## src/rtl/imm_ext_pkg.sv

```systemverilog
`default_nettype none
// ============================================================================
//  Package     : imm_ext_pkg
//  Description : Shared widths, opcode constants, extension modes and
//                controller states for the immediate-extension controller.
//  Revision    : 1.0  initial release
// ============================================================================
package imm_ext_pkg;

    localparam int PKG_IMM_W  = 16;
    localparam int PKG_DATA_W = 32;
    localparam int PKG_OPC_W  = 6;

    // Opcodes that select a non-default extension
    localparam logic [5:0] OPC_ANDI = 6'h0C;
    localparam logic [5:0] OPC_ORI  = 6'h0D;
    localparam logic [5:0] OPC_XORI = 6'h0E;
    localparam logic [5:0] OPC_LUI  = 6'h0F;

    typedef enum logic [1:0] {
        MODE_SIGN  = 2'd0,
        MODE_ZERO  = 2'd1,
        MODE_UPPER = 2'd2
    } mode_t;

    typedef enum logic [1:0] {
        ST_EMPTY = 2'd0,
        ST_ONE   = 2'd1,
        ST_FULL  = 2'd2
    } state_t;

endpackage
`default_nettype wire

```

## src/rtl/imm_ext_ctrl_if.sv

```systemverilog
`default_nettype none
// ============================================================================
//  Interface   : imm_ext_ctrl_if
//  Description : Input (instruction fields) and output (extended operand)
//                valid/ready handshakes of the immediate controller.
//                master = producer/consumer side, slave = controller side.
//  Revision    : 1.0  initial release
// ============================================================================
interface imm_ext_ctrl_if #(
    parameter int IMM_W  = imm_ext_pkg::PKG_IMM_W,
    parameter int DATA_W = imm_ext_pkg::PKG_DATA_W,
    parameter int OPC_W  = imm_ext_pkg::PKG_OPC_W
) ();
    logic              in_valid;
    logic              in_ready;
    logic [OPC_W-1:0]  in_opcode;
    logic [IMM_W-1:0]  in_imm;
    logic              out_valid;
    logic              out_ready;
    logic [DATA_W-1:0] out_imm;
    logic [1:0]        out_mode;

    modport master (
        output in_valid, in_opcode, in_imm, out_ready,
        input  in_ready, out_valid, out_imm, out_mode
    );

    modport slave (
        input  in_valid, in_opcode, in_imm, out_ready,
        output in_ready, out_valid, out_imm, out_mode
    );
endinterface
`default_nettype wire

```

## src/rtl/imm_ext_unit.sv

```systemverilog
`default_nettype none
// ============================================================================
//  Module      : imm_ext_unit
//  Description : Combinational opcode/immediate decode into extension mode
//                and extended operand (sign, zero or upper-half placement).
//  Revision    : 1.0  initial release
// ============================================================================
module imm_ext_unit #(
    parameter int IMM_W  = imm_ext_pkg::PKG_IMM_W,
    parameter int DATA_W = imm_ext_pkg::PKG_DATA_W,
    parameter int OPC_W  = imm_ext_pkg::PKG_OPC_W
) (
    input  wire logic [OPC_W-1:0]  opcode_i,
    input  wire logic [IMM_W-1:0]  imm_i,
    output imm_ext_pkg::mode_t     mode_o,
    output logic      [DATA_W-1:0] ext_o
);
    import imm_ext_pkg::*;

    // Logical-immediate ops zero-extend, LUI places imm in the upper half,
    // everything else (arith, loads/stores, branches) sign-extends.
    always_comb begin
        mode_o = MODE_SIGN;
        ext_o  = {{(DATA_W-IMM_W){imm_i[IMM_W-1]}}, imm_i};
        case (opcode_i)
            OPC_ANDI, OPC_ORI, OPC_XORI: begin
                mode_o = MODE_ZERO;
                ext_o  = {{(DATA_W-IMM_W){1'b0}}, imm_i};
            end
            OPC_LUI: begin
                mode_o = MODE_UPPER;
                ext_o  = {imm_i, {(DATA_W-IMM_W){1'b0}}};
            end
            default: ;
        endcase
    end

endmodule
`default_nettype wire

```

## src/rtl/imm_ext_ctrl.sv

```systemverilog
`default_nettype none
// ============================================================================
//  Module      : imm_ext_ctrl
//  Description : Decode-stage immediate controller. Extends the immediate on
//                the input side and buffers it in a two-entry skid pipeline
//                (main + skid register) towards the ID/EX boundary.
//                Optional: IMM_EXT_STATS_EN adds stat_neg_cnt, a saturating
//                count of delivered negative sign-extended operands.
//  Revision    : 1.0  initial release
// ============================================================================
module imm_ext_ctrl #(
    parameter int IMM_W  = imm_ext_pkg::PKG_IMM_W,
    parameter int DATA_W = imm_ext_pkg::PKG_DATA_W,
    parameter int OPC_W  = imm_ext_pkg::PKG_OPC_W
) (
    input  wire logic      clk,
    input  wire logic      rst,
    input  wire logic      flush,
    imm_ext_ctrl_if.slave  bus
`ifdef IMM_EXT_STATS_EN
    ,
    output logic [15:0]    stat_neg_cnt
`endif
);
    import imm_ext_pkg::*;

    state_t            state_q, state_d;
    logic [DATA_W-1:0] main_imm_q, main_imm_d;
    mode_t             main_mode_q, main_mode_d;
    logic [DATA_W-1:0] skid_imm_q, skid_imm_d;
    mode_t             skid_mode_q, skid_mode_d;

    mode_t             new_mode;
    logic [DATA_W-1:0] new_ext;
    logic              in_xfer;
    logic              out_xfer;

    imm_ext_unit #(
        .IMM_W  (IMM_W),
        .DATA_W (DATA_W),
        .OPC_W  (OPC_W)
    ) u_unit (
        .opcode_i (bus.in_opcode),
        .imm_i    (bus.in_imm),
        .mode_o   (new_mode),
        .ext_o    (new_ext)
    );

    // Ready depends only on registered state, never on out_ready
    assign bus.in_ready  = (state_q != ST_FULL) & ~rst;
    assign bus.out_valid = (state_q != ST_EMPTY);
    assign bus.out_imm   = main_imm_q;
    assign bus.out_mode  = main_mode_q;

    assign in_xfer  = bus.in_valid & bus.in_ready;
    assign out_xfer = bus.out_valid & bus.out_ready;

    // State and both storage entries; reset discards everything at once
    always_ff @(posedge clk or posedge rst) begin
        if (rst) begin
            state_q     <= ST_EMPTY;
            main_imm_q  <= '0;
            main_mode_q <= MODE_SIGN;
            skid_imm_q  <= '0;
            skid_mode_q <= MODE_SIGN;
        end else begin
            state_q     <= state_d;
            main_imm_q  <= main_imm_d;
            main_mode_q <= main_mode_d;
            skid_imm_q  <= skid_imm_d;
            skid_mode_q <= skid_mode_d;
        end
    end

    // Next state and data movement; flush overrides every other event
    always_comb begin
        state_d     = state_q;
        main_imm_d  = main_imm_q;
        main_mode_d = main_mode_q;
        skid_imm_d  = skid_imm_q;
        skid_mode_d = skid_mode_q;
        case (state_q)
            ST_EMPTY: begin
                if (in_xfer) begin
                    state_d     = ST_ONE;
                    main_imm_d  = new_ext;
                    main_mode_d = new_mode;
                end
            end
            ST_ONE: begin
                if (in_xfer && out_xfer) begin
                    main_imm_d  = new_ext;
                    main_mode_d = new_mode;
                end else if (in_xfer) begin
                    state_d     = ST_FULL;
                    skid_imm_d  = new_ext;
                    skid_mode_d = new_mode;
                end else if (out_xfer) begin
                    state_d = ST_EMPTY;
                end
            end
            ST_FULL: begin
                if (out_xfer) begin
                    state_d     = ST_ONE;
                    main_imm_d  = skid_imm_q;
                    main_mode_d = skid_mode_q;
                end
            end
            default: state_d = ST_EMPTY;
        endcase
        if (flush) begin
            state_d = ST_EMPTY;
        end
    end

`ifdef IMM_EXT_STATS_EN
    logic [15:0] neg_cnt_q;

    // Count delivered negative sign-extended operands, saturating; flush
    // does not clear it because a flushed-cycle delivery still happened
    always_ff @(posedge clk or posedge rst) begin
        if (rst) begin
            neg_cnt_q <= '0;
        end else if (out_xfer && (main_mode_q == MODE_SIGN) &&
                     main_imm_q[DATA_W-1] && (neg_cnt_q != 16'hFFFF)) begin
            neg_cnt_q <= neg_cnt_q + 16'd1;
        end
    end

    assign stat_neg_cnt = neg_cnt_q;
`endif

endmodule
`default_nettype wire

```

## src/flat_wrapper.sv

```systemverilog
// flat-port wrapper written by rule: the top's interface ports become plain ports
module imm_ext_ctrl_flat import imm_ext_pkg::*;
#(
    parameter int IMM_W  = imm_ext_pkg::PKG_IMM_W,
    parameter int DATA_W = imm_ext_pkg::PKG_DATA_W,
    parameter int OPC_W  = imm_ext_pkg::PKG_OPC_W
)
  (clk, rst, flush, bus_in_valid, bus_in_opcode, bus_in_imm, bus_out_ready, bus_in_ready, bus_out_valid, bus_out_imm, bus_out_mode);
  imm_ext_ctrl_if #(.IMM_W(IMM_W), .DATA_W(DATA_W), .OPC_W(OPC_W)) bus_i ();
  input  wire logic clk;
  input  wire logic rst;
  input  wire logic flush;
  input wire logic [$bits(bus_i.in_valid)-1:0] bus_in_valid;
  input wire logic [$bits(bus_i.in_opcode)-1:0] bus_in_opcode;
  input wire logic [$bits(bus_i.in_imm)-1:0] bus_in_imm;
  input wire logic [$bits(bus_i.out_ready)-1:0] bus_out_ready;
  output wire logic [$bits(bus_i.in_ready)-1:0] bus_in_ready;
  output wire logic [$bits(bus_i.out_valid)-1:0] bus_out_valid;
  output wire logic [$bits(bus_i.out_imm)-1:0] bus_out_imm;
  output wire logic [$bits(bus_i.out_mode)-1:0] bus_out_mode;
  assign bus_i.in_valid = bus_in_valid;
  assign bus_i.in_opcode = bus_in_opcode;
  assign bus_i.in_imm = bus_in_imm;
  assign bus_i.out_ready = bus_out_ready;
  assign bus_in_ready = bus_i.in_ready;
  assign bus_out_valid = bus_i.out_valid;
  assign bus_out_imm = bus_i.out_imm;
  assign bus_out_mode = bus_i.out_mode;
  imm_ext_ctrl #(.IMM_W(IMM_W), .DATA_W(DATA_W), .OPC_W(OPC_W)) u_core (.clk(clk), .rst(rst), .flush(flush), .bus(bus_i));
endmodule
```

## config.mk

```make
export PLATFORM = sky130hd
export DESIGN_NAME = imm_ext_ctrl_flat
export DESIGN_NICKNAME = d
export VERILOG_FILES = /design/src/rtl/imm_ext_pkg.sv /design/src/rtl/imm_ext_ctrl_if.sv /design/src/rtl/imm_ext_unit.sv /design/src/rtl/imm_ext_ctrl.sv /design/src/flat_wrapper.sv
export SDC_FILE = /design/constraint.sdc
export NUM_CORES = 1
export LEC_CHECK = 0
export CORE_ASPECT_RATIO = 1.5
export CORE_UTILIZATION = 56
export CTS_CLUSTER_DIAMETER = 200
export DETAILED_ROUTE_END_ITERATION = 12
export PLACE_DENSITY = 0.85
export SLEW_MARGIN = 20
export SYNTH_ARGS = -nofsm -noshare
export SYNTH_HDL_FRONTEND = slang
export SYNTH_SLANG_ARGS = --single-unit
```

## constraint.sdc

```tcl
create_clock -name clk -period 6.55 [get_ports clk]
set_input_delay 1.31 -clock clk [delete_from_list [all_inputs] [get_ports clk]]
set_output_delay 1.31 -clock clk [all_outputs]
set_load 0.03 [all_outputs]
```

==> results of run 1 <==
==> worst max path at each step <==
| stage | cells past startpoint | to | slack [ns] |
|---|---|---|---|
| 2_1_floorplan | 1 | u_core.bus.out_imm[0]$_DFFE_PP0P_ | 3.47 |
| 3_3_place_gp | 3 | bus_in_ready | 2.68 |
| 3_5_place_dp | 3 | bus_in_ready | 2.65 |
| 4_1_cts | 3 | bus_in_ready | 2.65 |
| 5_1_grt | 3 | bus_in_ready | 2.58 |
| 6_report | 3 | bus_in_ready | 2.64 |
==> Yosys cell counts <==
| library cell | number | share of area |
|---|---|---|
| dfrtp_1 | 70 | 0.52 |
| nand2_1 | 40 | 0.045 |
| o21ai_0 | 35 | 0.052 |
| a21oi_1 | 31 | 0.046 |
| a22o_1 | 18 | 0.047 |
| clkbuf_1 | 17 | 0.019 |
| nor2_1 | 17 | 0.019 |
| a31oi_1 | 15 | 0.028 |
| nand4_1 | 15 | 0.028 |
| o22a_1 | 15 | 0.039 |
| mux2_4 | 13 | 0.058 |
| buf_2 | 7 | 0.010 |
| mux2_2 | 4 | 0.013 |
| inv_1 | 3 | 0.0034 |
| nand2b_1 | 3 | 0.0056 |
| buf_1 | 2 | 0.0022 |
| buf_4 | 2 | 0.0045 |
| mux2_1 | 2 | 0.0067 |
| nor2_2 | 2 | 0.0037 |
| nor2b_1 | 2 | 0.0037 |
| a21o_1 | 1 | 0.0022 |
| and2_1 | 1 | 0.0019 |
| and3_1 | 1 | 0.0019 |
| buf_12 | 1 | 0.0060 |
| buf_8 | 1 | 0.0045 |
| clkbuf_2 | 1 | 0.0015 |
| mux2i_1 | 1 | 0.0030 |
| nand3_1 | 1 | 0.0015 |
| nor3_1 | 1 | 0.0015 |
| nor3_2 | 1 | 0.0030 |
| nor3b_1 | 1 | 0.0022 |
| nor4bb_1 | 1 | 0.0030 |
| o21a_1 | 1 | 0.0022 |
| o21ai_4 | 1 | 0.0048 |
| or2_2 | 1 | 0.0019 |
| or3b_1 | 1 | 0.0026 |
==> power breakdown <==
| part | switching, mW | internal, mW |
|---|---|---|
| clock | 0.150 | 0.156 |
| combinational | 0.176 | 0.169 |
| sequential | 0.0519 | 0.527 |
==> through the flow <==
stage	util	area [sq um]	worst slack (ns)
detailed placement	0.683	3950	2.65
global placement	0.683	3950	2.68
floorplan	-	3360	3.47
CTS	0.712	4120	2.65
global route	0.712	4120	2.58
finish	0.712	4120	2.64
==> registers in the layout, summed over array words and instances (netlist names) <==
name / cells
u_core.bus.out_imm: 32
u_core.skid_imm_q: 32
u_core.bus.out_mode: 2
u_core.skid_mode_q: 2
u_core.state_q: 2
==> critical path: cells and delay by family <==
kind | cells | cell delay (ns)
simple gates | 1 | 0.13
buf+inv | 2 | 1.15
==> area by class of cell <==
cell class                 count  area share
tap                           72      0.0219
inverter                       3     0.00273
sequential                    70       0.425
clock inverter                 1     0.00121
timing repair buffer          67       0.160
clock buffer                  14      0.0395
multi-input combinational    225       0.350
==> layer usage <==
layer,track usage,wire [um],up-vias
met5,0,0,-
met2,0.414,3820,101
met3,0.0684,444,9
met4,0.100,123,0
li1,-,-,1278
met1,0.341,3160,1374
==> cells by family (layout without fill, tap and decap cells) <==
kind of cell | Yosys count | count (layout) | share of synthesized area
AOI/OAI and AO/OA | 117 | 117 | 0.222
and+or+nand+nor | 88 | 88 | 0.124
buffers and inverters | 34 | 85 | 0.0514
DFF | 70 | 70 | 0.522
muxes | 20 | 20 | 0.0812
==> metrics.yaml, run 1 <==
slew_headroom: 0.320
crit_start: "rst"
cts_resized: 0
antenna_found_initial: 0
worstSkewPairLatency_ns: 0.34
start_kind: "primary input"
rsz0062_at_grt: "no"
viasPerCell: 6.11
grt_pass1_vias: 2675
slew_violations: 0
chipWidth_um: 65.2
peakVddDrop_v: 0.000202
hold_path_depth: 1
initial_core_util: 0.580
fin_crit_ns: 3.91
seq_area_frac_synth: 0.522
reg2reg_depth: 5
status: "finished, final reports clean"
hold_buffers: 0
boundaryPins: 63
holdPathEnd: "u_core.bus.out_mode[0]$_DFFE_PP0P_"
r2r_setup_slack_ns: 4.14
dr.first_iter.drc_count: 194
ys_warn_count: 0
htree_levels: 3
gp_congestion: 0.768
finalSetupViolCount: 0
detail-route-antenna-nets: 0
crit_slowest_cell: "clkdlybuf4s50_1"
min_from: "u_core.bus.out_mode[0]$_DFFE_PP0P_"
register_area_sq_mm: 0.00175
critical_path.endpoint_type: "output pin"
arrival_ns: 2.60
cts_buffer_depth: 2
ys_ff_latch: 70
power.density_mw_per_mm2: 298
grt_pass1_wl_um: 12700
dieArea_sq_mm: 0.00632
root_buffer: "clkbuf_8"
die_h_um: 96.8
slowest_delay_ns: 0.67
drt_pass1_iterations: 4
routed-via-count: 2762
yosysUniqueCellTypes: 36
placed_cells: 437
finClkSkew_ns: 0.00732
path_class: "primary input to output pin"
worstPathRequired_ns: 5.24
wl_per_cell_um: 16.7
clock-sinks: 70
cp_max_fo: 5
drt-total-wl_um: 7550
cts_buffers: 9
timing.rr.start: "u_core.state_q[1]$_DFFE_PP0P_"
overflow: 0
multi_input_area_sq_mm: 0.00144
final_cells: 452
finalHoldViolCount: 0
io_buffer_count: 62
crit_top_cell: "clkdlybuf4s50_1"
maxCapViolations: 0
drive_above_1_share: 0.111
maxClockFrequency_mhz: 256
fin_setup_tns_ns: 0
synthesis.area_sq_mm: 0.00336
area_growth_pct: 22.7
cts_tree: "done"
syn_inst: 329
synth_nets: 356
worst_pin_slew_ns: 1.02
avgSynthCellArea_sq_um: 10.2
diodes: 0
holdCritPathClass: "register to register"
core_sq_mm: 0.00579
p_leak_nw: 1.72
r2r-end: "u_core.bus.out_imm[15]$_DFFE_PP0P_"
final_cell_mix: "70 x dfrtp_1, 62 x clkdlybuf4s50_1, 40 x nand2_1"
rows: 34
num-fill-cells: 454
hold_ws_ns: 0.489
hpwl_um: 5010
layout_commonest_cell: "dfrtp_1"
drc: 0
grt_usage: 0.262
cts.clk_slew.worst_paths_ns: 0.07
crit_chain: "clkdlybuf4s50_1 > nor2_1 > clkdlybuf4s50_1"
num-nets-final: 403
grt_max_degree: 71
cts_setup_buffers: 0
p_total_mw: 1.23
timing.final.crit_share: 0.597
No activity file was read; power rests on OpenSTA's default activity.
==> run 2, diff against run 1 <==
CORE_UTILIZATION = 47   (was 56)
PLACE_DENSITY = 0.76   (was 0.85)
clock period = 3.2 ns   (was 6.55 ns; I/O delays follow)
==> run 2 against run 1 <==
Net effect: the flow now finishes with violations (DRC); critical path depth unchanged; sequential power up 100%; clock-buffer cell count is 3 lower; register-to-register slack lost 2.9 ns; cell count up 3.3%; flip-flop and latch count did not move.
==> metrics.yaml, run 2 (synthesis gave the netlist of run 1 again) <==
status: "finished with violations"
violations: "DRC"
grt_pass1_vias: 2624  # -1.9%
cts_tree: "done"
detail-route-antenna-nets: 0  # unchanged
worstPathRequired_ns: 2.56  # -2.68 ns
timing.final.crit_share: 0.802
htree_levels: 3  # unchanged
dieArea_sq_mm: 0.00749  # +19%
grt_pass1_wl_um: 13200  # +4.0%
hpwl_um: 5290  # +5.6%
maxClockFrequency_mhz: 389
area_growth_pct: 25.4
finClkSkew_ns: 0.00840  # +0.00108 ns
cts_buffer_depth: 2  # unchanged
overflow: 0  # unchanged
drt-total-wl_um: 7830  # +3.7%
rows: 37  # +8.8%
num-nets-final: 411  # +2.0%
power.density_mw_per_mm2: 620  # +110%
wl_met3_um: 286  # -36%
finalHoldViolCount: 0  # unchanged
grt_usage: 0.227  # -0.0352
hold_buffers: 0  # unchanged
drive_above_1_share: 0.134  # +0.0231
finalSetupViolCount: 0  # unchanged
dr.first_iter.drc_count: 224  # +15%
final_cell_mix: "70 x dfrtp_1, 62 x clkdlybuf4s50_1, 40 x nand2_1"
start_kind: "primary input"
root_buffer: "clkbuf_8"
io_buffer_count: 62  # unchanged
place_area_sq_mm: 0.00402  # +1.7%
boundaryPins: 63  # unchanged
fin_setup_tns_ns: 0  # unchanged
die_h_um: 106  # +9.0%
wl_per_cell_um: 16.8  # +0.39%
routed-via-count: 2690  # -2.6%
cts.clk_slew.worst_paths_ns: 0.08  # about the same
viasPerCell: 5.76  # -5.7%
peakVddDrop_v: 0.000337  # +67%
gp_congestion: 0.787  # +2.5%
slew_headroom: 0.572  # +0.252
finalInstanceArea_sq_mm: 0.00421  # +2.2%
worst_pin_slew_ns: 0.642  # -0.379 ns
chipWidth_um: 71.0  # +8.9%
maxCapViolations: 0  # unchanged
wl_met2_um: 3880  # +1.7%
clock-sinks: 70  # unchanged
num-fill-cells: 589  # +30%
p_leak_nw: 1.76  # +2.3%
critical_path.endpoint_type: "output pin"
wl_met1_um: 3560  # +13%
grt_max_degree: 38  # -46%
rsz0062_at_grt: "no"
path_class: "primary input to output pin"
drt_pass1_iterations: 9  # +5
drc: 2  # +2
topRoutingLayerUsed: "met4"
slew_violations: 0  # unchanged
layout_commonest_cell: "dfrtp_1"
cts_buffers: 9  # unchanged
antenna_found_initial: 0  # unchanged
arrival_ns: 1.93  # -0.67 ns
worstSkewPairLatency_ns: 0.35  # about the same
diodes: 0  # unchanged
initial_core_util: 0.487  # -0.0936
fin_crit_ns: 2.57
holdCritPathClass: "register to register"
cp_max_fo: 5  # unchanged
cts_setup_buffers: 0  # unchanged
core_sq_mm: 0.00690  # +19%
cts_resized: 0  # unchanged
## run 2: cell count changes in the layout (fill, tap and decap cells not counted)
cell,before,now
bufinv_16,0,1
buf_4,5,13
clkinvlp_4,0,2
clkbuf_8,11,9
clkbuf_1,3,2
inv_6,0,1
## run 2: final timing paths
kind | from | end | slack [ns] | depth (start not counted)
max | rst | bus_in_ready | 0.63 | 3
min | u_core.skid_mode_q[1]$_DFFE_PP0P_ | u_core.skid_mode_q[1]$_DFFE_PP0P_ | 0.50 | 2
max reg2reg | u_core.state_q[1]$_DFFE_PP0P_ | u_core.bus.out_imm[27]$_DFFE_PP0P_ | 1.20 | 5
min reg2reg | u_core.skid_mode_q[1]$_DFFE_PP0P_ | u_core.skid_mode_q[1]$_DFFE_PP0P_ | 0.50 | 2
max in group asynchronous | rst | u_core.skid_imm_q[30]$_DFFE_PP0P_ | 1.71 | 3
min in group asynchronous | rst | u_core.skid_imm_q[17]$_DFFE_PP0P_ | 0.72 | 2
## run 2: critical path, stage by stage
cell and delay, ns:
clkdlybuf4s50_1 0.48, nor2_1 0.13, clkdlybuf4s50_1 0.67
## run 2: power by group
| group | switching [mW] | internal (mW) | leakage [nW] |
|---|---|---|---|
| registers | 0.106 | 1.08 | 0.841 |
| logic | 0.362 | 0.352 | 0.832 |
| clock network | 0.349 | 0.362 | 0.0899 |
## run 2: layer usage
| metal | vias to the layer above | global-route usage |
|---|---|---|
| met5 | - | 0 |
| met4 | 0 | 0.0643 |
| met3 | 8 | 0.0430 |
| met2 | 77 | 0.359 |
| met1 | 1299 | 0.319 |
| li1 | 1306 | - |
## run 2: final cells by class
type                    count  area, sq um  area share
clock buffers              11          131      0.0312
clock inverters             5         58.8      0.0140
inverters                   3         11.3     0.00267
multi-input cells         225         1440       0.343
flip-flops and latches     70         1750       0.416
well taps                  78         97.6      0.0232
repair buffers             75          718       0.171
## run 2: through the flow
step	total power [mW]	instances	utilization	hold WS (ns)	setup WS, ns
floorplan	1.64	329	-	0.450	0.792
global placement	1.90	451	0.583	0.462	0.555
detailed placement	1.91	451	0.583	0.471	0.509
CTS	2.62	467	0.611	0.488	0.620
global route	2.74	467	0.611	0.526	0.591
finish	2.61	467	0.611	0.496	0.632
==> run 3, diff against run 2 <==
CORE_UTILIZATION = 52   (was 47)
PLACE_DENSITY = 0.8   (was 0.76)
clock period = 2.4 ns   (was 3.2 ns; I/O delays follow)
==> run 3 against run 2 <==
Net effect: the flow now finishes without violations; cell area rose by 2.8%; via count increased by 4.4%; clock skew decreased by 0.0024 ns; critical path depth did not move; global-route usage is 3.1 points higher; combinational power up 37%; cell count grew 0.43%; first-iteration DRC count up 7.6%; worst setup slack worse by 0.44 ns; sequential power rose by 34%; critical path type is now register to output pin; largest power group unchanged.
==> metrics.yaml, run 3 (synthesis gave the netlist of run 1 again) <==
diodes: 0  # unchanged
register_area_sq_mm: 0.00175  # unchanged
hold_buffers: 0  # unchanged
slew_headroom: 0.640  # +0.0681
boundaryPins: 63  # unchanged
power.density_mw_per_mm2: 783  # +26%
root_buffer: "clkbuf_8"
viasPerCell: 5.99  # +4.0%
status: "finished, final reports clean"
cts_tree: "done"
io_buffer_count: 62  # unchanged
rsz0062_at_grt: "no"
cts_setup_buffers: 0  # unchanged
path_class: "register to output pin"
grt_pass1_wl_um: 13000  # -1.7%
grt_pass1_vias: 2666  # +1.6%
worstSkewPairLatency_ns: 0.35  # about the same
drc: 0  # -2
grt_max_degree: 71  # +87%
drive_above_1_share: 0.147  # +0.0132
cts.clk_slew.worst_paths_ns: 0.08  # about the same
drt_pass1_iterations: 5  # -4
finalInstanceArea_sq_mm: 0.00433  # +2.8%
crit_chain: "nor2b_2 > nor2_1 > clkdlybuf4s50_1"
drt-total-wl_um: 7950  # +1.6%
cts_buffer_depth: 2  # unchanged
p_leak_nw: 1.81  # +2.5%
htree_levels: 3  # unchanged
chipWidth_um: 67.6  # -4.8%
core_sq_mm: 0.00617  # -10%
rows: 35  # -5.4%
place_area_sq_mm: 0.00416  # +3.5%
layout_commonest_cell: "dfrtp_1"
worst_pin_slew_ns: 0.540  # -0.102 ns
routed-via-count: 2809  # +4.4%
place_ws_ns: 0.0104  # -0.499 ns
die_h_um: 100  # -4.8%
cp_max_fo: 7  # +2
cts_resized: 0  # unchanged
area_growth_pct: 28.9
start_kind: "register"
dr.first_iter.drc_count: 241  # +7.6%
fin_ws_ns: 0.193  # -0.439 ns
p_total_mw: 3.39  # +30%
crit_slowest_cell: "clkdlybuf4s50_1"
fin_setup_tns_ns: 0  # unchanged
hpwl_um: 5310  # +0.41%
fin_crit_ns: 2.21
overflow: 0  # unchanged
slew_violations: 0  # unchanged
grt_usage: 0.258  # +0.0308
num-fill-cells: 455  # -23%
arrival_ns: 1.73  # -0.20 ns
critical_path.endpoint_type: "output pin"
num-nets-final: 417  # +1.5%
finalHoldViolCount: 0  # unchanged
multi_input_area_sq_mm: 0.00144  # unchanged
gp_congestion: 0.777  # -1.3%
slowest_delay_ns: 0.67  # about the same
finClkSkew_ns: 0.00603  # -0.00237 ns
maxClockFrequency_mhz: 453
dieArea_sq_mm: 0.00679  # -9.4%
final_cell_mix: "70 x dfrtp_1, 62 x clkdlybuf4s50_1, 40 x nand2_1"
holdCritPathClass: "register to register"
peakVddDrop_v: 0.000478  # +42%
clock-sinks: 70  # unchanged
antenna_found_initial: 0  # unchanged
worstPathRequired_ns: 1.92  # -0.64 ns
initial_core_util: 0.544  # +0.0570
finalSetupViolCount: 0  # unchanged
detail-route-antenna-nets: 0  # unchanged
timing.final.crit_share: 0.920
cts_buffers: 9  # unchanged
wl_per_cell_um: 17.0  # +1.2%
maxCapViolations: 0  # unchanged
run 3: changes by cell type in the layout (fill, tap and decap cells not counted):
cell        delta
buf_12         +8
buf_4          -2
bufinv_16      -1
clkinv_4       +1
clkinvlp_4     +1
inv_6          -1
run 3: worst paths after layout:
path	startpoint	end	slack, ns	cells after the start
worst min-delay path	u_core.skid_mode_q[1]$_DFFE_PP0P_	u_core.skid_mode_q[1]$_DFFE_PP0P_	0.49	2
worst min register to register	u_core.skid_mode_q[1]$_DFFE_PP0P_	u_core.skid_mode_q[1]$_DFFE_PP0P_	0.49	2
min in group asynchronous	rst	u_core.bus.out_imm[27]$_DFFE_PP0P_	0.69	4
worst max register to register	u_core.state_q[1]$_DFFE_PP0P_	u_core.bus.out_imm[3]$_DFFE_PP0P_	0.51	5
worst max-delay path	u_core.state_q[1]$_DFFE_PP0P_	bus_in_ready	0.19	3
max in group asynchronous	rst	u_core.bus.out_imm[25]$_DFFE_PP0P_	1.39	4
run 3: report_power, final:
part | switching, mW | internal (mW) | leakage [nW]
clock | 0.454 | 0.375 | 0.0755
combinational | 0.489 | 0.490 | 0.890
sequential | 0.147 | 1.44 | 0.841
total | 1.09 | 2.30 | 1.81
run 3: critical path, delay by kind of cell, from the launching register on:
kind	cells	cell delay, ns
buffers and inverters	1	0.67
flip-flops	1	0.44
AND/OR/NAND/NOR	2	0.26
run 3: cell type report:
class	count	area share
Multi-Input combinational cell	225	0.333
Sequential cell	70	0.405
Timing Repair Buffer	81	0.199
Tap cell	74	0.0214
Inverter	3	0.00260
Clock buffer	11	0.0303
Clock inverter	5	0.00838
run 3: metal layers:
layer | track usage | wire length, um | share of wire
met2 | 0.395 | 4020 | 0.50
met3 | 0.0557 | 343 | 0.043
met5 | 0 | 0 | 0
met4 | 0.113 | 179 | 0.023
met1 | 0.345 | 3420 | 0.43
run 3: stage by stage:
stage,hold slack [ns],util,instances
after detailed placement,0.476,0.674,453
after CTS,0.493,0.701,469
after floorplan,0.450,-,329
after global placement,0.460,0.674,453
final,0.494,0.701,469
after global routing,0.524,0.701,469
==> edit 1 (config.mk and constraints of run 1) <==
Take the reset off `main_imm_q` and `skid_imm_q` and load them in a clocked block of their own.
--- a/src/rtl/imm_ext_ctrl.sv
+++ b/src/rtl/imm_ext_ctrl.sv
@@ -59,17 +59,18 @@
     always_ff @(posedge clk or posedge rst) begin
         if (rst) begin
             state_q     <= ST_EMPTY;
-            main_imm_q  <= '0;
             main_mode_q <= MODE_SIGN;
-            skid_imm_q  <= '0;
             skid_mode_q <= MODE_SIGN;
         end else begin
             state_q     <= state_d;
-            main_imm_q  <= main_imm_d;
             main_mode_q <= main_mode_d;
-            skid_imm_q  <= skid_imm_d;
             skid_mode_q <= skid_mode_d;
         end
+    end
+
+    always_ff @(posedge clk) begin
+        main_imm_q <= main_imm_d;
+        skid_imm_q <= skid_imm_d;
     end
 
     // Next state and data movement; flush overrides every other event
Check against the original RTL: differs if rst is asserted again (counterexample within 4 cycles, from zero or initial values and one cycle with rst high); with rst held inactive, the same outputs for 10 cycles.
==> edit 1 against run 1 <==
- critical path type unchanged
- sequential share of layout area rose by 12 points
- setup slack improved by 0.069 ns
- register-to-register slack improved by 0.42 ns
- routed wire length fell by 28%
- critical endpoint unchanged
- die area fell by 13%
- utilization rose by 6.1 points
- design area fell by 7.6%
- synthesized area fell by 13%
- sequential cell count did not move
- global-route usage fell by 3.8 points
Power is not compared: it rests on default switching activity, and its combinational part moved more than twofold at a synthesized area within 25%.
==> edit 1: results (changes against run 1) <==
- Outcome: finished clean (unchanged)
- Cells after Synth: 208 (was 329)
- Synth warnings: 0 (unchanged)
- Setup Skew: 0.01022 ns (was 0.007320 ns)
- Iter 0 DRT Violations: 99 (was 194)
- Clock root buffer: clkbuf_8 (unchanged)
- Commonest cells in the netlist: 64 x edfxtp_1, 36 x nand2_1, 19 x mux2_2, 19 x nor2_1, 17 x a21oi_1 (was 70 x dfrtp_1, 40 x nand2_1, 35 x o21ai_0)
- Number of H-tree levels: 3 (unchanged)
- Pin count of the biggest net entering global routing: 33 (was 71)
- Hold Path Class: register to register (unchanged)
- Dpl hpwl: 3582 um (was 5007 um)
- Main synth FF type: edfxtp_1 (was dfrtp_1)
- Slowest CP cell: clkdlybuf4s50_1 (unchanged)
- Worst IR Drop VDD: 159.7 uV
- Hold Path Stages: 1 (unchanged)
- Resized cells post-CTS: 0 (unchanged)
- Via count of the routed design: 1848 (was 2762)
- LEAKAGE: around 1.4 nW
- Fin Hold WS: 0.5031 ns (was 0.4893 ns)
- Area contributors post-synth: edfxtp_1 66%, mux2_2 7.3%, dfrtp_1 5.1% (was dfrtp_1 52%, mux2_4 5.8%, o21ai_0 5.2%)
- CTS Buf Count: 9 (unchanged)
- Placed cells: 331 (was 437)
- Worst Path Max Fanout: 3 (was 5)
- CP delay by family, top: buffers and inverters (unchanged)
- Worst EP arrival: 2.53 ns (was 2.60 ns)
- Worst reg2reg setup slack: 4.56 ns (was 4.14 ns)
- First-pass GRT wire length: 8590 um (was 12740 um)
- Hold endpoint: u_core.skid_mode_q[1] (was u_core.bus.out_mode[0])
- Netlist cell types: 27 (was 36)
- Worst setup margin: 2.710 ns (was 2.642 ns)
- Diodes inserted: 0 (unchanged)
- Worst reg2reg path depth: 5 (unchanged)
- Total track usage: 22.38% (was 26.21%)
- Crit. Startpoint: rst (unchanged)
- Clock Latency Late Sink: between 0.3 and 0.4 ns
- Number of buffers added on ports: 62 (unchanged)
- Worst-path clk slew: 0.07 ns (about the same)
- Ys async rst share: 8.571% (was 100.0%)
- Syn_nets: 235 (was 356)
- Wirelength per Cell: 15.67 um (was 16.70 um)
- Vias per cell: 5.326 (was 6.111)
- Setup Buffers After CTS: 0 (unchanged)
- Hold Startpoint: u_core.skid_mode_q[1] (was u_core.bus.out_mode[0])
- Routability Congestion: 0.7613 (was 0.7677)
- Post-synth EDFFs: 64 (was 0)
- Slowest cell delay on critical path: 0.67 ns (about the same)
- Placed Area: 3601 um^2 (was 3954 um^2)
- Clock tree buffer depth: 2 (unchanged)
- Slew Limit Fails: 0 (unchanged)
- Setup crit end: bus_in_ready (unchanged)
- Initial antenna violation count: 0 (unchanged)
- Final #Nets: 303 (was 403)
- RR Startpoint: u_core.state_q[1] (unchanged)
- Share of cells above drive strength 1: 17.08% (was 11.05%)
- Seq/Total Area, Yosys: 71.01% (was 52.16%)
- Slew margin rel.: 54.05% (was 31.97%)
- R2r endpoint: u_core.bus.out_imm[26] (was u_core.bus.out_imm[15])
[edit 1: cell types whose count changed in the layout (fill, tap and decap cells not counted), sizes merged, moves of 14 or more]
cell,before,now
nand4,15,0
a21oi,31,17
o22a,15,0
a31oi,15,0
edfxtp,0,64
a22o,18,0
and2,1,17
dfrtp,70,6
o21ai,36,2
[edit 1: routing by layer]
| metal | routed length (um) | vias to the layer above | track usage [%] |
|---|---|---|---|
| met5 | 0 | - | 0 |
| met4 | 103 | 0 | 10.80 |
| met3 | 314 | 9 | 6.160 |
| met2 | 2933 | 76 | 36.08 |
| met1 | 2087 | 888 | 26.92 |
| li1 | - | 875 | - |
[edit 1: logic make-up (layout without fill, tap and decap cells)]
logic type	count (synthesis)	after routing	share of synthesized area [%]
and+or+nand+nor	81	81	13.89
DFF	70	70	71.01
AOI/OAI and AO/OA	22	22	4.460
muxes	22	22	8.405
buffers and inverters	13	86	2.229
[edit 1: power by group through the flow]
stage / Clock [mW] / Combinational, mW / Sequential, mW
floorplan: 0 / 0.0388 / 0.556
global placement: 0 / 0.121 / 0.527
detailed placement: 0 / 0.123 / 0.528
CTS: 0.366 / 0.124 / 0.518
global route: 0.380 / 0.131 / 0.520
finish: 0.360 / 0.123 / 0.518
[edit 1: cell type report]
type                    count  area [um^2]
clock buffers              10        127.6
inverters                   4        15.01
well taps                  66        82.58
flip-flops and latches     70         2072
fillers                   318         1119
clock inverters             6        76.32
multi-input cells         125        783.3
repair buffers             66        650.6
[edit 1: worst register-to-register path, delay by kind of cell (launching register included)]
family | cells | cell delay [ns]
and+or+nand+nor | 1 | 0.46
buffers and inverters | 2 | 0.42
DFF | 1 | 0.40
AOI/OAI and AO/OA | 2 | 0.34
==> edit 2 (settings of run 1) <==
Without the edit above. Set the package constant `PKG_OPC_W` to 12 (it was 6).
--- a/src/rtl/imm_ext_pkg.sv
+++ b/src/rtl/imm_ext_pkg.sv
@@ -9,7 +9,7 @@
 
     localparam int PKG_IMM_W  = 16;
     localparam int PKG_DATA_W = 32;
-    localparam int PKG_OPC_W  = 6;
+    localparam int PKG_OPC_W  = 12;
 
     // Opcodes that select a non-default extension
     localparam logic [5:0] OPC_ANDI = 6'h0C;
Interface: changed (resized bus_in_opcode); port bits go from 63 to 69. The function was not compared with the original's and may differ.
==> edit 2 against run 1 <==
- count of clock-buffer cells in the layout decreased by 4
- synthesized cell count increased by 4.9%
- critical path depth unchanged
- fmax increased by 0.18%
- synthesized area decreased by 7.8%
- design area decreased by 1.6%
- clock power increased by 50%
- power increased by 8.5%
- sequential cell count unchanged
- routed wire length decreased by 2.5%
- hold slack got worse by 0.016 ns
- register-to-register slack got worse by 0.46 ns
- setup slack improved by 0.0069 ns
==> edit 2: results (changes against run 1) <==
- Fin Hold WS: 0.4730 ns (was 0.4893 ns)
- Worst reg2reg path depth: 4 (was 5)
- Vias in the first global route: 2572 (was 2675)
- Worst reg2reg setup slack: 3.68 ns (was 4.14 ns)
- Internal Pwr Total: 0.9543 mW (was 0.8526 mW)
- Final #Nets: 434 (was 403)
- Syn_nets: 378 (was 356)
- Met3 wire len: 352 um (was 444 um)
- Met1 usage: 34.19% (was 34.07%)
- Mux cell area share after synthesis: 0.3232% (was 8.122%)
- Hold endpoint: u_core.skid_imm_q[11] (was u_core.bus.out_mode[0])
- Met3 global-route usage: 4.024% (was 6.840%)
- Fin cells: 474 (was 452)
- Number of buffers added on ports: 68 (was 62)
- Cells after Synth: 345 (was 329)
- First-pass GRT wire length: 12180 um (was 12740 um)
- LEAKAGE: 1.725 nW (was 1.723 nW)
- Place WS: 2.523 ns (was 2.647 ns)
- Met2 routed WL: 3680 um (was 3816 um)
- Commonest cells in the netlist: 74 x nand2_1, 70 x dfrtp_1, 66 x nor2_1 (was 70 x dfrtp_1, 40 x nand2_1, 35 x o21ai_0)
- Fillers: 339 (was 454)
- WL met1: 3140 um (was 3164 um)
- Outcome: finished clean (unchanged)
- Tcrit/Tclk final: 59.56% (was 59.67%)
- Dpl hpwl: 4696 um (was 5007 um)
- Hold Startpoint: u_core.skid_imm_q[11] (was u_core.bus.out_mode[0])
- GR Util met2: 44.84% (was 41.40%)
- Via count of the routed design: 2725 (was 2762)
- Routability Congestion: 0.8137 (was 0.7677)
- Post-synthesis compound-gate area fraction: 12.00% (was 22.17%)
- Worst IR Drop VDD: 215.9 uV (was 201.6 uV)
- Placed Area: 3775 um^2 (was 3954 um^2)
- Area contributors post-synth: dfrtp_1 57%, nand2_1 9.0%, nor2_1 8.0% (was dfrtp_1 52%, mux2_4 5.8%, o21ai_0 5.2%)
- Seq/Total Area, Yosys: 56.57% (was 52.16%)
- Placed cells: 458 (was 437)
- Hold Path Stages: 2 (was 1)
- R2r endpoint: u_core.skid_imm_q[30] (was u_core.bus.out_imm[15])
## edit 2: cell type report
class                   count  share of cell area [%]
inverters                   1                 0.09259
repair buffers             71                   17.35
clock buffers              10                   3.395
flip-flops and latches     70                   43.21
well taps                  68                   2.099
multi-input cells         248                   30.59
clock inverters             6                   3.272
## edit 2: worst max-delay path: stages
cell	delay, ns
clkdlybuf4s50_1	0.48
nor2_1	0.13
clkdlybuf4s50_1	0.67
## edit 2: kinds of logic after synthesis
| kind of cell | Yosys count |
|---|---|
| compound gates | 56 |
| simple gates | 191 |
| buf+inv | 27 |
| flops | 70 |
| mux | 1 |
## edit 2: power by group through the flow
| stage | registers [mW] | clock network, mW | logic (mW) |
|---|---|---|---|
| global placement | 0.578 | 0 | 0.289 |
| detailed placement | 0.580 | 0 | 0.298 |
| floorplan | 0.645 | 0 | 0.108 |
| global route | 0.587 | 0.483 | 0.324 |
| finish | 0.576 | 0.460 | 0.299 |
| CTS | 0.575 | 0.466 | 0.300 |
